--- src/rtl/dw_pkg.sv ---
// Shared types for the depthwise window register array and its upstream sequencer.
package dw_pkg;

  typedef enum logic [1:0] {
    CMD_LOAD  = 2'b00,
    CMD_PAD   = 2'b01,
    CMD_REUSE = 2'b10,
    CMD_RSVD  = 2'b11
  } dw_cmd_e;

  localparam int PIX_DW = 8;
  typedef logic [PIX_DW-1:0] pixel_t;

endpackage

--- src/rtl/dw_reg_array_reuse_fifo.sv ---
// Show-ahead reuse FIFO for one lane boundary; an extra pointer MSB tells full from empty.
module reuse_fifo #(
  parameter int DW     = 8,
  parameter int FDEPTH = 32
) (
  input  logic          clk,
  input  logic          rst_n,
  input  logic          clear,
  input  logic          push,
  input  logic          pop,
  input  logic [DW-1:0] din,
  output logic [DW-1:0] dout,
  output logic          full,
  output logic          empty
);

  localparam int AW = $clog2(FDEPTH);
  localparam logic [AW:0] PTR_ONE = {{AW{1'b0}}, 1'b1};

  logic [AW:0]   wr_ptr;
  logic [AW:0]   rd_ptr;
  logic [DW-1:0] mem [FDEPTH];
  logic          do_push;
  logic          do_pop;

  assign empty = (wr_ptr == rd_ptr);
  assign full  = (wr_ptr[AW] != rd_ptr[AW]) && (wr_ptr[AW-1:0] == rd_ptr[AW-1:0]);

  // A pop from a full FIFO frees the slot the same-cycle push lands in.
  assign do_pop  = pop && !empty;
  assign do_push = push && (!full || do_pop);

  assign dout = empty ? '0 : mem[rd_ptr[AW-1:0]];

  always_ff @(posedge clk) begin
    if (!rst_n || clear) begin
      wr_ptr <= '0;
      rd_ptr <= '0;
    end else begin
      if (do_push) wr_ptr <= wr_ptr + PTR_ONE;
      if (do_pop)  rd_ptr <= rd_ptr + PTR_ONE;
    end
  end

  always_ff @(posedge clk) begin
    if (do_push) mem[wr_ptr[AW-1:0]] <= din;
  end

endmodule

--- src/rtl/dw_reg_array.sv ---
// POY x KSIZE sliding window for the depthwise MAC array; vertical overlap rows
// are recirculated through per-lane reuse FIFOs instead of being refetched.
module dw_reg_array
  import dw_pkg::*;
#(
  parameter int DW     = 8,
  parameter int KSIZE  = 3,
  parameter int POY    = 3,
  parameter int FDEPTH = 32
) (
  input  logic                      clk,
  input  logic                      rst_n,
  input  logic                      clear,
  input  logic                      cmd_valid,
  input  logic [1:0]                cmd,
  input  logic [POY*DW-1:0]         buf_pix,
  output logic [POY*KSIZE*DW-1:0]   win_data,
  output logic                      win_valid,
  output logic                      col_stb,
  output logic                      err_ovf,
  output logic                      err_udf,
  output logic                      err_cmd
);

  localparam int CW = $clog2(KSIZE + 1);
  localparam logic [CW-1:0] KS_C    = CW'(KSIZE);
  localparam logic [CW-1:0] CNT_ONE = {{(CW-1){1'b0}}, 1'b1};

  logic [DW-1:0] r         [POY][KSIZE];
  logic [DW-1:0] new_col   [POY];
  logic [DW-1:0] fifo_head [POY-1];
  logic [POY-2:0] fifo_full;
  logic [POY-2:0] fifo_empty;
  logic [CW-1:0]  fill_cnt;
  logic [CW-1:0]  fill_nxt;

  dw_cmd_e cmd_e;
  logic    accept;
  logic    shift;
  logic    fifo_push;
  logic    fifo_pop;

  assign cmd_e     = dw_cmd_e'(cmd);
  // clear has priority: a command arriving with it is dropped entirely.
  assign accept    = cmd_valid && !clear;
  assign shift     = accept && (cmd_e != CMD_RSVD);
  assign fifo_push = accept && ((cmd_e == CMD_LOAD) || (cmd_e == CMD_REUSE));
  assign fifo_pop  = accept && (cmd_e == CMD_REUSE);

  assign fill_nxt  = (fill_cnt == KS_C) ? fill_cnt : fill_cnt + CNT_ONE;
  assign win_valid = (fill_cnt == KS_C);

  always_comb begin
    for (int p = 0; p < POY; p++) begin
      new_col[p] = '0;
      case (cmd_e)
        CMD_LOAD:  new_col[p] = buf_pix[p*DW +: DW];
        CMD_REUSE: new_col[p] = (p == POY-1) ? buf_pix[p*DW +: DW] : fifo_head[p];
        default:   new_col[p] = '0;
      endcase
    end
  end

  // FIFO g carries the pixels entering lane g+1 back to lane g on a later row.
  for (genvar g = 0; g < POY-1; g++) begin : g_fifo
    reuse_fifo #(
      .DW     (DW),
      .FDEPTH (FDEPTH)
    ) u_fifo (
      .clk   (clk),
      .rst_n (rst_n),
      .clear (clear),
      .push  (fifo_push),
      .pop   (fifo_pop),
      .din   (new_col[g+1]),
      .dout  (fifo_head[g]),
      .full  (fifo_full[g]),
      .empty (fifo_empty[g])
    );
  end

  always_ff @(posedge clk) begin
    if (!rst_n) begin
      for (int p = 0; p < POY; p++)
        for (int k = 0; k < KSIZE; k++)
          r[p][k] <= '0;
      fill_cnt <= '0;
      col_stb  <= 1'b0;
      err_ovf  <= 1'b0;
      err_udf  <= 1'b0;
      err_cmd  <= 1'b0;
    end else begin
      col_stb <= 1'b0;
      if (clear) begin
        for (int p = 0; p < POY; p++)
          for (int k = 0; k < KSIZE; k++)
            r[p][k] <= '0;
        fill_cnt <= '0;
      end else if (shift) begin
        for (int p = 0; p < POY; p++) begin
          for (int k = KSIZE-1; k > 0; k--)
            r[p][k] <= r[p][k-1];
          r[p][0] <= new_col[p];
        end
        fill_cnt <= fill_nxt;
        col_stb  <= (fill_nxt == KS_C);
      end
      if (fifo_push && !fifo_pop && (|fifo_full)) err_ovf <= 1'b1;
      if (fifo_pop && (|fifo_empty))               err_udf <= 1'b1;
      if (accept && (cmd_e == CMD_RSVD))           err_cmd <= 1'b1;
    end
  end

  always_comb begin
    win_data = '0;
    for (int p = 0; p < POY; p++)
      for (int k = 0; k < KSIZE; k++)
        win_data[(p*KSIZE+k)*DW +: DW] = r[p][k];
  end

endmodule

--- config.mk ---
export PLATFORM = sky130hd
export DESIGN_NAME = dw_reg_array
export DESIGN_NICKNAME = d
export VERILOG_FILES = /design/src/rtl/dw_pkg.sv /design/src/rtl/dw_reg_array_reuse_fifo.sv /design/src/rtl/dw_reg_array.sv
export SDC_FILE = /design/constraint.sdc
export NUM_CORES = 1
export LEC_CHECK = 0
export CAP_MARGIN = 20
export CORE_ASPECT_RATIO = 0.8
export CORE_MARGIN = 2
export CORE_UTILIZATION = 45
export CTS_BUF_LIST = sky130_fd_sc_hd__clkbuf_16
export CTS_CLUSTER_DIAMETER = 80
export DETAILED_ROUTE_END_ITERATION = 10
export PLACE_DENSITY = 0.68
export SLEW_MARGIN = 40
export SYNTH_ARGS = -nofsm -noshare
export SYNTH_HDL_FRONTEND = slang
export SYNTH_HIERARCHICAL = 1
export SYNTH_SLANG_ARGS = --single-unit
--- constraint.sdc ---
create_clock -name clk -period 2.67 [get_ports clk]
set_input_delay 0.267 -clock clk [delete_from_list [all_inputs] [get_ports clk]]
set_output_delay 0.267 -clock clk [all_outputs]
set_load 0.005 [all_outputs]
==> impl_metrics.py, run 1 <==
metrics = {
    "cells_and_area": {
        "final_common_cell": "edfxtp_1",
        "drive_gt1_frac": 0.3234,
        "final_cell_mix": "584 x edfxtp_1, 159 x buf_4, 128 x mux4_2, 106 x clkdlybuf4s50_1, 97 x nor2_1",
        "areaGrowthSynthToFinish_pct": 22.79,
        "final_cells": 2401,
        "n_antenna_cell": 0,
        "nNetsFinal": 1639,
    },
    "floorplanning": {
        "row_count": 77,
        "die_h_um": 214.4,
        "start_util": 0.4526,
        "fp.coreArea_sq_mm": 0.05501,
        "die_w_um": 267.0,
        "ios": 107,
        "die-area_sq_mm": 0.05723,
    },
    "logic_synthesis": {
        "synth_adder_area_share": 0.005026,
        "synth-main-ff-cell": "edfxtp_1",
        "synth-seq-cells": 624,
        "async_flop_share": 0,
        "synth_top_family_by_area": "multiplexers",
        "yosys.cell_types.count": 52,
        "synth.top_cells.by_area": "edfxtp_1 70%, mux4_2 12%, dfxtp_1 3.2%, nor2_1 1.6%, mux2_2 1.4%",
        "synth_edf_count": 584,
        "synth_compound_area_frac": 0.02347,
        "post-synth-top-area-fraction": 0.7044,
        "synth_top_area_cell": "edfxtp_1",
        "syn_inst": 1309,
        "synthXorXnorAreaFrac": 0.009046,
        "yosys_warnings": 6,
        "ys_seq_area_frac": 0.7366,
        "synth.cell_area_sq_mm": 0.02490,
        "muxShareOfSynthArea": 0.1375,
        "syn_nets": 1349,
        "avgSynthCellArea_sq_um": 19.02,
        "synth_simple_gate_area_frac": 0.06976,
    },
    "grt": {
        "grt.total_usage": 0.2006,
        "grt_pass1_vias": 13360,
        "overflow": 0,
        "grt_pass1_wl_um": 84610,
        "antenna_found_initial": 1,
        "grt_max_degree": 58,
    },
    "worst_setup_path": {
        "path_delay_family": "multiplexers",
        "crit_fanout": 19,
        "worstSetupStartpointType": "register",
        "r2r_cells": 10,
        "crit_type": "register to register",
        "slowest_delay_ns": 0.50,
        "critPathArrivalTime_ns": 2.99,
        "cp.required_ns": 3.04,
        "path_depth": 10,
        "crit_slowest_cell": "mux4_2",
        "cp.buffers_inverters": 4,
        "critPathCaptureType": "register",
        "cp_cell_sequence": "buf_4, mux4_2, mux2_2, o22ai_1, nor4_1, mux2i_1, buf_4, nor2_2, buf_12, buf_12",
    },
    "clocking": {
        "clkLatencyLatePin_ns": 0.63,
        "h-tree-depth": 2,
        "clkTransAtPathRegs_ns": 0.06,
        "tritoncts": "yes",
        "cts.sink_count": 624,
        "cts_max_path_buffers": 3,
        "cts-root-buf": "clkbuf_16",
        "numCtsBuffers": 61,
    },
    "timing": {
        "finalMaxSlewViolations": 0,
        "finalClockSkew_ns": 0.02951,
        "finalSetupViolations": 0,
        "period_share": 0.9819,
        "finalHoldViolations": 0,
        "fmax_mhz": 381.4,
        "layout_min_cycle_time_ns": 2.622,
        "relSlewSlack": 0.5097,
        "tightest_slew_ns": 0.7355,
        "fin_setup_tns_ns": 0,
        "fin_ws_ns": 0.04829,
    },
    "pwr": {
        "seq_power_share": 0.529,
        "p_clk_frac": 0.442,
        "p_switching_w": 0.003928,
        "p_comb_frac": 0.029,
        "peakVddDrop_v": 0.0004807,
        "leakagePower_nw": 10.10,
        "pwr_density_cell_mw_per_mm2": 667.1,
        "p_int_w": 0.01647,
        "p_sw_frac": 0.1926,
    },
    "place": {
        "place_congestion": 0.8171,
        "hpwl_um": 37200,
        "place_ws_ns": -0.1976,
        "portBuffers": 106,
        "placed_cells": 2273,
    },
    "hold_path": {
        "hold_depth": 3,
        "hp-class": "input port to register",
    },
    "outcome": {
        "outcome": "finished clean",
    },
    "route": {
        "drt-met1-wl_um": 24930,
        "first_iter_violations": 1488,
        "route.vias.total": 13240,
        "route.detailed.drc": 0,
        "route.met3.wl_um": 5735,
        "vias_per_cell": 5.513,
        "dr.pass1.iters": 5,
        "routed_wl_um": 57250,
        "wl_per_cell_um": 23.85,
        "drt.antenna.violating_nets": 0,
        "route.met2.wl_um": 25450,
        "top_layer_used": "met4",
    },
    "job": {
        "drv_cap": 0,
    },
}
[stage by stage]
| stage | hold slack, ns | total power (W) | area (sq um) | util |
|---|---|---|---|---|
| after floorplan | 0.3431 | 0.01119 | 24900 | - |
| after global placement | 0.4596 | 0.01153 | 28140 | 0.5115 |
| after detailed placement | 0.4802 | 0.01155 | 28170 | 0.5120 |
| after CTS | 0.3259 | 0.02056 | 30440 | 0.5533 |
| after global routing | 0.3758 | 0.02097 | 30570 | 0.5557 |
| final | 0.3579 | 0.02039 | 30570 | 0.5557 |
[area by class of cell]
class | instances | area (sq um)
fill | 4069 | 24440
tap | 750 | 938.4
clock inverter | 53 | 588.1
inverter | 8 | 30.03
clock buffer | 62 | 1551
multi-input combinational | 611 | 6317
sequential | 624 | 18350
timing repair buffer | 293 | 2796
[cells in the mapped netlist, types with 4 or more instances]
cell type,n
nor2b_1,42
nand2b_1,7
xnor2_1,10
nor2_1,105
and2_4,30
buf_2,27
nor4_1,17
and2_1,28
nor2_2,4
nand2_1,24
dfxtp_1,40
a211oi_1,32
mux2i_1,18
a21oi_1,7
o21ai_0,4
nand3_1,7
buf_4,17
mux4_2,128
or3_1,4
o22ai_1,16
edfxtp_1,584
ha_1,10
a31oi_1,10
xor2_1,12
o21a_1,6
clkbuf_1,12
clkbuf_2,5
mux2_2,32
inv_1,8
or3b_2,4
nor3_1,8
or2_2,4
o31ai_1,5
buf_6,5
nand3b_1,7
[logic make-up after synthesis]
family	Yosys count
DFF	624
and+or+nand+nor	311
muxes	178
AOI/OAI and AO/OA	85
buffers and inverters	77
xor gates and xnor gates	24
adders and majority gates	10
[registers in the layout, indices dropped and copies added, names as in the netlist, named ones only]
name	count
r	72
g_fifo.u_fifo/mem	512
g_fifo.u_fifo/rd_ptr	12
err_cmd	1
col_stb	1
g_fifo.u_fifo/wr_ptr	12
fill_cnt	2
err_ovf	1
err_udf	1
[timing repair]
item                                    CTS  global route
pin swaps                                 4             3
gates resized for setup                  13            15
endpoints found under the hold margin     0             0
hold buffers                              0             0
buffers inserted                          7             3
endpoints found under the setup margin  246           244
gates cloned                              3             0
[path summary, 6_finish.rpt]
path | slack [ns] | start | to
worst max-delay path | 0.05 | register | g_fifo[0].u_fifo/mem[6][4]
worst min register to register | 0.49 | err_cmd | err_cmd
worst min-delay path | 0.36 | buf_pix[1] | r[0][17]
worst max register to register | 0.05 | register | g_fifo[0].u_fifo/mem[6][4]
[worst reg2reg max path: stages (launching register included)]
cell	delay [ns]
dfxtp_4	0.46
buf_4	0.17
mux4_2	0.50
mux2_2	0.31
o22ai_1	0.16
nor4_1	0.08
mux2i_1	0.15
buf_4	0.16
nor2_2	0.05
buf_12	0.17
buf_12	0.15
[per-layer routing]
| layer | up-vias | global-route usage |
|---|---|---|
| met2 | 538 | 0.2962 |
| met4 | 0 | 0.04607 |
| li1 | 5792 | - |
| met3 | 74 | 0.05570 |
| met1 | 6832 | 0.2982 |
| met5 | - | 0 |
[power groups by stage]
| stage | Combinational [W] | Clock [W] | Sequential (W) |
|---|---|---|---|
| floorplan | 0.000195 | 0 | 0.0110 |
| global route | 0.000629 | 0.00956 | 0.0108 |
| finish | 0.000591 | 0.00902 | 0.0108 |
| global placement | 0.000540 | 0 | 0.0110 |
| CTS | 0.000580 | 0.00920 | 0.0108 |
| detailed placement | 0.000556 | 0 | 0.0110 |
Power figures use the tool's default switching activity.
==> run 2: changes to the inputs <==
Settings changed: SLEW_MARGIN 40 to 5.
==> impl_metrics.py, run 2 (synthesis results as in run 1) <==
metrics = {
    "clocking": {
        "h-tree-depth": 3,
        "cts.sink_count": 624,
        "numCtsBuffers": 67,
        "clkTransAtPathRegs_ns": 0.06,
        "cts_max_path_buffers": 3,
        "clkLatencyLatePin_ns": 0.59,
        "holdBufCountCts": 0,
        "tritoncts": "yes",
        "cts-root-buf": "clkbuf_16",
    },
    "pwr": {
        "p_comb_frac": 0.028,
        "peakVddDrop_v": 0.0003852,
        "p_sw_frac": 0.1933,
        "pwr_density_cell_mw_per_mm2": 674.4,
        "p_clk_frac": 0.450,
        "leakagePower_nw": 10.16,
        "p_int_w": 0.01667,
        "power_w": 0.02067,
        "seq_power_share": 0.522,
        "p_switching_w": 0.003995,
    },
    "timing": {
        "finalMaxSlewViolations": 0,
        "fmax_mhz": 381.4,
        "layout_min_cycle_time_ns": 2.622,
        "finalHoldViolations": 0,
        "finalClockSkew_ns": 0.03107,
        "rsz0062_at_grt": "true",
        "whs_ns": 0.3919,
        "tightest_slew_ns": 1.002,
        "finalSetupViolations": 0,
        "period_share": 0.9821,
        "relSlewSlack": 0.3291,
        "fin_setup_tns_ns": 0,
    },
    "place": {
        "hpwl_um": 37340,
        "portBuffers": 106,
        "place_congestion": 0.8171,
        "placed_cells": 2273,
    },
    "cells_and_area": {
        "utilization": 0.5571,
        "areaGrowthSynthToFinish_pct": 23.10,
        "largest_register_ffs": 512,
        "nNetsFinal": 1648,
        "final_cells": 2411,
        "nFillCells": 4055,
        "final_cell_mix": "584 x edfxtp_1, 163 x buf_4, 128 x mux4_2, 106 x clkdlybuf4s50_1, 97 x nor2_1",
        "final_common_cell": "edfxtp_1",
        "drive_gt1_frac": 0.3289,
    },
    "route": {
        "routed_wl_um": 57630,
        "route.detailed.drc": 0,
        "first_iter_violations": 1638,
        "vias_per_cell": 5.531,
        "drt.antenna.violating_nets": 0,
        "route.vias.total": 13340,
        "dr.pass1.iters": 4,
        "wl_per_cell_um": 23.90,
    },
    "floorplanning": {
        "row_count": 77,
        "start_util": 0.4526,
        "ios": 107,
        "fp.coreArea_sq_mm": 0.05501,
        "die-area_sq_mm": 0.05723,
        "die_h_um": 214.4,
        "die_w_um": 267.0,
    },
    "hold_path": {
        "hp-class": "input port to register",
    },
    "worst_setup_path": {
        "crit_type": "register to register",
        "cp.required_ns": 2.98,
        "crit_fanout": 16,
        "critPathArrivalTime_ns": 2.94,
        "worstSetupStartpointType": "register",
        "critPathCaptureType": "register",
    },
    "grt": {
        "grt_pass1_vias": 13370,
        "overflow": 0,
        "antenna_found_initial": 1,
        "grt.total_usage": 0.2024,
        "grt_max_degree": 58,
        "grt_pass1_wl_um": 85190,
    },
    "outcome": {
        "outcome": "finished clean",
    },
    "job": {
        "drv_cap": 0,
    },
}
## run 2: cell count changes in the layout (fill, tap and decap cells not counted), sizes merged, moves of 3 or more
| cell | before | now |
|---|---|---|
| clkbuf | 62 | 71 |
| bufinv | 13 | 9 |
| buf | 187 | 190 |
| clkinv | 25 | 28 |
## run 2: stage by stage
stage,instance area [sq um],setup WS [ns]
floorplan,24900,0.01973
global placement,28140,-0.4347
detailed placement,28140,-0.5011
CTS,30490,0.01122
global route,30650,-0.009611
finish,30650,0.04782
## run 2: path summary, 6_finish.rpt
| check | start | endpoint | slack [ns] | depth (start not counted) |
|---|---|---|---|---|
| worst max-delay path | register | g_fifo[0].u_fifo/mem[23][3] | 0.05 | 8 |
| worst max register to register | register | g_fifo[0].u_fifo/mem[23][3] | 0.05 | 8 |
| worst min register to register | err_cmd | err_cmd | 0.47 | 1 |
| worst min-delay path | buf_pix[1] | r[0][17] | 0.39 | 3 |
## run 2: final cells by class
type | instances | area (sq um) | area share
Antenna cell | 1 | 2.502 | 0.00008165
Multi-Input combinational cell | 611 | 6286 | 0.2051
Clock buffer | 71 | 1777 | 0.05797
Timing Repair Buffer | 296 | 2808 | 0.09161
Inverter | 8 | 30.03 | 0.0009798
Clock inverter | 50 | 459.2 | 0.01498
Sequential cell | 624 | 18350 | 0.5987
Tap cell | 750 | 938.4 | 0.03062
## run 2: routing by layer
metal / vias up / part of all wire / track usage
met4: 0 / 0.021 / 0.05318
met5: - / 0 / 0
li1: 5822 / - / -
met1: 6802 / 0.43 / 0.3007
met3: 93 / 0.11 / 0.05742
met2: 618 / 0.44 / 0.2952
## run 2: timing repair
action,4_1_cts,5_1_grt
setup endpoints to repair,212,172
pin swaps,2,2
cloned,2,1
gates resized for setup,14,13
hold endpoints to repair,0,0
buffers inserted,5,8
## run 2: critical path: stages, from the launching register on
cell	delay, ns
dfxtp_4	0.44
buf_12	0.16
mux4_2	0.50
mux2_2	0.31
o22ai_1	0.22
nor4_2	0.09
mux2i_4	0.36
nor2_4	0.08
buf_12	0.16
## run 2: power groups by stage
stage / Sequential (W) / Clock [W] / Combinational [W]
final: 0.0108 / 0.00930 / 0.000582
after global routing: 0.0108 / 0.00981 / 0.000620
after CTS: 0.0108 / 0.00946 / 0.000572
after detailed placement: 0.0110 / 0 / 0.000552
after global placement: 0.0110 / 0 / 0.000540
after floorplan: 0.0110 / 0 / 0.000195
==> run 3: changes to the inputs <==
Settings changed: GPL_ROUTABILITY_DRIVEN set to 0.
==> results of run 3 <==
No change in the layout: final DEF, timing and power equal those of run 2.
